[src/rtl/mem_arb_pkg.sv]
// Shared encodings and defaults for the I/D main-memory arbiter.
package mem_arb_pkg;

  typedef enum logic [1:0] {
    IDLE  = 2'd0,
    ISSUE = 2'd1,
    WAIT  = 2'd2,
    DONE  = 2'd3
  } arbStateT;

  typedef enum logic {
    OWN_I = 1'b0,
    OWN_D = 1'b1
  } ownerT;

  localparam int DEF_MEM_LAT      = 4;
  localparam int DEF_STARVE_LIMIT = 3;

endpackage

[src/rtl/mem_arbiter.sv]
// Single-port arbiter between the I-cache and D-cache miss paths: one access at a
// time, fixed D priority with a starvation override that forces an I grant.
module mem_arbiter
  import mem_arb_pkg::*;
#(
  parameter int MEM_LAT      = DEF_MEM_LAT,
  parameter int STARVE_LIMIT = DEF_STARVE_LIMIT
) (
  input  logic        clk,
  input  logic        rst,
  input  logic        i_req,
  input  logic [15:0] i_addr,
  output logic        i_done,
  output logic [15:0] i_data_out,
  input  logic        d_req,
  input  logic        d_wr,
  input  logic [15:0] d_addr,
  input  logic [15:0] d_data_in,
  output logic        d_done,
  output logic [15:0] d_data_out,
  output logic [15:0] mem_addr,
  output logic [15:0] mem_data_in,
  output logic        mem_rd,
  output logic        mem_wr,
  input  logic [15:0] mem_data_out,
  output logic        busy
);

  localparam int LAT_W = $clog2(MEM_LAT + 1);
  localparam int STV_W = $clog2(STARVE_LIMIT + 1);
  localparam logic [LAT_W-1:0] LAT_LAST   = LAT_W'(MEM_LAT);
  localparam logic [STV_W-1:0] STARVE_MAX = STV_W'(STARVE_LIMIT);

  arbStateT           stateReg;
  ownerT              ownerReg;
  logic               isWrReg;
  logic [LAT_W-1:0]   latCntReg;
  logic [STV_W-1:0]   starveCntReg;

  logic forceI;
  logic grantD;

  // Once I has watched STARVE_LIMIT D grants go by, it wins the next decision.
  assign forceI = i_req && (starveCntReg == STARVE_MAX);
  assign grantD = d_req && !forceI;

  always_ff @(posedge clk) begin
    if (rst) begin
      stateReg     <= IDLE;
      ownerReg     <= OWN_I;
      isWrReg      <= 1'b0;
      latCntReg    <= '0;
      starveCntReg <= '0;
      i_done       <= 1'b0;
      d_done       <= 1'b0;
      mem_rd       <= 1'b0;
      mem_wr       <= 1'b0;
      busy         <= 1'b0;
      mem_addr     <= '0;
      mem_data_in  <= '0;
      i_data_out   <= '0;
      d_data_out   <= '0;
    end else begin
      mem_rd <= 1'b0;
      mem_wr <= 1'b0;
      i_done <= 1'b0;
      d_done <= 1'b0;

      unique case (stateReg)
        IDLE: begin
          if (i_req || d_req) begin
            ownerReg <= grantD ? OWN_D : OWN_I;
            isWrReg  <= grantD && d_wr;
            // Strobes and address register here so they appear during ISSUE.
            mem_addr <= grantD ? d_addr : i_addr;
            if (grantD) begin
              mem_data_in <= d_data_in;
            end
            mem_rd <= !(grantD && d_wr);
            mem_wr <= grantD && d_wr;
            if (grantD) begin
              if (i_req && (starveCntReg != STARVE_MAX)) begin
                starveCntReg <= starveCntReg + STV_W'(1);
              end
            end else begin
              starveCntReg <= '0;
            end
            busy     <= 1'b1;
            stateReg <= ISSUE;
          end
        end

        ISSUE: begin
          latCntReg <= LAT_W'(1);
          stateReg  <= WAIT;
        end

        WAIT: begin
          if (latCntReg == LAT_LAST) begin
            if (ownerReg == OWN_I) begin
              i_data_out <= mem_data_out;
              i_done     <= 1'b1;
            end else begin
              if (!isWrReg) begin
                d_data_out <= mem_data_out;
              end
              d_done <= 1'b1;
            end
            stateReg <= DONE;
          end else begin
            latCntReg <= latCntReg + LAT_W'(1);
          end
        end

        DONE: begin
          busy     <= 1'b0;
          stateReg <= IDLE;
        end

        default: stateReg <= IDLE;
      endcase
    end
  end

endmodule

[config.mk]
export PLATFORM = sky130hd
export DESIGN_NAME = mem_arbiter
export DESIGN_NICKNAME = d
export VERILOG_FILES = /design/src/rtl/mem_arb_pkg.sv /design/src/rtl/mem_arbiter.sv
export SDC_FILE = /design/constraint.sdc
export NUM_CORES = 1
export LEC_CHECK = 0
export BUFFER_PORTS_ARGS = -buffer_cell sky130_fd_sc_hd__buf_4
export CELL_PAD_IN_SITES_DETAIL_PLACEMENT = 1
export CELL_PAD_IN_SITES_GLOBAL_PLACEMENT = 2
export CORE_MARGIN = 5
export CORE_UTILIZATION = 28
export DETAILED_ROUTE_END_ITERATION = 7
export GPL_ROUTABILITY_DRIVEN = 1
export PLACE_DENSITY_LB_ADDON = 0.1
export SYNTH_ARGS = -nofsm -noshare
export SYNTH_HDL_FRONTEND = slang
export SYNTH_SLANG_ARGS = --single-unit
[constraint.sdc]
create_clock -name clk -period 4.5 [get_ports clk]
set_clock_uncertainty 0.1 [all_clocks]
set_input_delay 0.225 -clock clk [delete_from_list [all_inputs] [get_ports clk]]
set_output_delay 0.225 -clock clk [all_outputs]
set_load 0.01 [all_outputs]
==> results.py <==
metrics = {
    "sta": {
        "fmaxAchievable_mhz": 407,
        "fin_tns_setup_ns": 0,
        "post-route-min-period_ns": 2.46,
        "finalHoldViolCount": 0,
        "rsz0062_at_grt": "no",
        "tightest_slew_ns": 1.03,
        "period_share_pct": 54.6,
        "drv_slew": 0,
        "slew-limit-headroom_pct": 31.5,
        "setup_viol": 0,
    },
    "logic_synthesis": {
        "ys_types": 33,
        "synth_area_leader_cell": "dfxtp_1",
        "syn_avg_cell_area_sq_um": 8.71,
        "yosys.area.top_type_share_pct": 48.2,
        "synth_edf_count": 0,
        "synthArstFlopShare_pct": 0,
        "netlist_area_sq_um": 3240,
        "synth_area_leaders": "dfxtp_1 (48%), a21oi_1 (8.3%), nand2b_1 (6.6%)",
        "synth_top_flop_cell": "dfxtp_1",
        "seq_area_frac_synth_pct": 48.2,
        "ys_ff_latch": 78,
        "synth_nets": 449,
        "syn_inst": 372,
        "ys_warn_count": 0,
    },
    "power_and_ir_drop": {
        "combPwrFrac_pct": 29.4,
        "powerDensity_nw_per_um2": 476,
        "p_int_uw": 1500,
        "cellLeakagePower_uw": 0.00195,
        "switching_share_pct": 31.7,
        "peakVddDrop_mv": 0.180,
        "p_switching_uw": 696,
        "fin_total_pwr_uw": 2190,
        "seqPwrFrac_pct": 38.6,
        "power.clock.fraction_pct": 32.0,
    },
    "min_path": {
        "worstHoldPathCells": 3,
        "worstHoldPathType": "primary input to flop",
        "holdPathEnd": "mem_addr[4]",
        "worstHoldStart": "i_addr[4]",
    },
    "drt": {
        "topRoutingLayerUsed": "met4",
        "vias": 3028,
        "drt_iter0_markers": 88,
        "wl_per_cell_um": 15.5,
        "ant_nets": 0,
        "met2_length_um": 4610,
        "drc": 0,
        "wl_met3_um": 720,
        "wl_met1_um": 4420,
        "firstDrtPassIters": 4,
        "totalWireLength_um": 9960,
        "via_per_inst": 4.72,
    },
    "global_route": {
        "antenna_found_initial": 0,
        "track_usage_pct": 14.5,
        "grt_pass1_wl_um": 16400,
        "first_global_vias": 3223,
        "gr-total-overflow": 0,
        "grt_max_degree": 96,
    },
    "critical_path": {
        "arrival_ns": 2.53,
        "worst_setup_path_end_kind": "flop",
        "critPathKind": "flop to flop",
        "critPathLaunch": "stateReg[0]",
        "worstSetupStartpointType": "flop",
        "cp_max_fo": 23,
        "crit-reg2reg-capture": "mem_addr[6]",
        "r2r_slack_ns": 2.04,
        "cp.required_ns": 4.57,
        "rr_worst_depth": 6,
        "r2r-start": "stateReg[0]",
    },
    "floorplanning": {
        "dieArea_sq_um": 13800,
        "rows": 39,
        "core_sq_um": 11400,
        "ios": 138,
        "die_h_um": 118,
        "start_util_pct": 28.5,
        "die_w_um": 118,
    },
    "cts": {
        "cts.path.max_buffers": 2,
        "htree_levels": 3,
        "cts.sinks": 78,
        "numCtsBuffers": 9,
        "clkLatencyLatePin_ns": 0.33,
        "ctsRootBufferMaster": "clkbuf_16",
        "path_clk_slew_ns": 0.06,
        "cts_tree": "done",
    },
    "cells_and_area": {
        "fill_cells": 1348,
        "finalNetCount": 571,
        "synthToLayoutAreaGrowth_pct": 42.1,
        "final_cell_mix": "buf_4 (138), dfxtp_1 (78), nand2_1 (54), a21oi_1 (54), nand2b_1 (34)",
        "final_layout_size_suffix_gt1_share_pct": 31.1,
        "diodes": 0,
        "final_common_cell": "buf_4",
    },
    "place": {
        "gp_congestion": 0.725,
        "place_hpwl_um": 6910,
        "port_buffers": 137,
    },
    "flow_run": {
        "maxCapViolCount": 0,
    },
    "status": {
        "status": "complete, no violations",
    },
}
power by group through the flow:
stage          sequential, uW  clock, uW  combinational [uW]
2_1_floorplan             888          0                 371
3_3_place_gp              858          0                 647
3_5_place_dp              862          0                 658
4_1_cts                   849        729                 661
5_1_grt                   862        763                 733
6_report                  847        702                 644
timing repair:
action | 4_1_cts | 5_1_grt
setup buffers | 0 | 0
hold buffers | 1 | 0
gates resized for setup | 0 | 0
hold endpoints to repair | 1 | 0
kinds of logic after synthesis:
kind of cell,Yosys count,synth area share (%)
buf+inv,33,5.09
fa+ha+maj,8,3.09
compound gates,96,17.2
flops,78,48.2
mux,17,5.25
simple gates,140,21.2
state kept, by name, summed over array words and instances, names as in the netlist:
register	count
mem_rd	1
d_done	1
mem_wr	1
i_data_out	16
ownerReg	1
mem_addr	16
i_done	1
busy	1
d_data_out	16
latCntReg	3
starveCntReg	2
isWrReg	1
stateReg	2
mem_data_in	16
final cells by class:
type | count | area [sq um] | share of cell area, %
Clock buffer | 15 | 288 | 6.24
Tap cell | 143 | 179 | 3.88
Inverter | 5 | 18.8 | 0.407
Timing Repair Buffer | 139 | 1050 | 22.7
Sequential cell | 78 | 1560 | 33.9
Multi-Input combinational cell | 261 | 1520 | 32.9
how the worst max path moves through the flow:
| stage | to | slack (ns) | cells past startpoint |
|---|---|---|---|
| final | mem_addr[6] | 2.04 | 6 |
| after detailed placement | mem_addr[6] | 1.99 | 6 |
| after global routing | mem_addr[6] | 1.75 | 6 |
| after CTS | mem_addr[6] | 1.98 | 6 |
| after floorplan | d_data_out[10] | 2.91 | 7 |
| after global placement | mem_addr[0] | 2.10 | 6 |
routing by layer:
metal / vias to the layer above / global-route usage [%]
met5: - / 0
met4: 0 / 6.52
met3: 15 / 5.29
met2: 94 / 22.8
met1: 1406 / 17.7
li1: 1513 / -
through the flow:
step	setup slack [ns]	area (sq um)	cells	hold WS (ns)	utilization, %
floorplan	2.91	3240	372	0.225	-
global placement	2.10	4310	625	0.333	37.9
detailed placement	1.99	4310	625	0.334	37.9
CTS	1.98	4610	641	0.0303	40.5
global route	1.75	4610	641	0.0409	40.5
finish	2.04	4610	641	0.0436	40.5
cell usage after synthesis (2+ instances only):
cell	instances
buf_2	8
inv_1	5
o21a_1	2
nor2_1	21
a21oi_1	54
ha_1	8
and4b_1	2
nor2b_1	2
buf_4	4
nor3_1	2
o21ai_0	16
nand2b_1	34
dfxtp_1	78
clkbuf_1	12
or3_1	2
a211oi_1	19
buf_6	2
nand3_1	17
nand2_1	54
mux2i_1	17
worst max-delay path, stage by stage (launching register included):
cell and delay (ns):
dfxtp_1 0.33, inv_1 0.11, ha_1 0.72, o21ai_1 0.48, buf_4 0.32, a21oi_1 0.14
a211oi_1 0.09
Power figures use the tool's default switching activity.
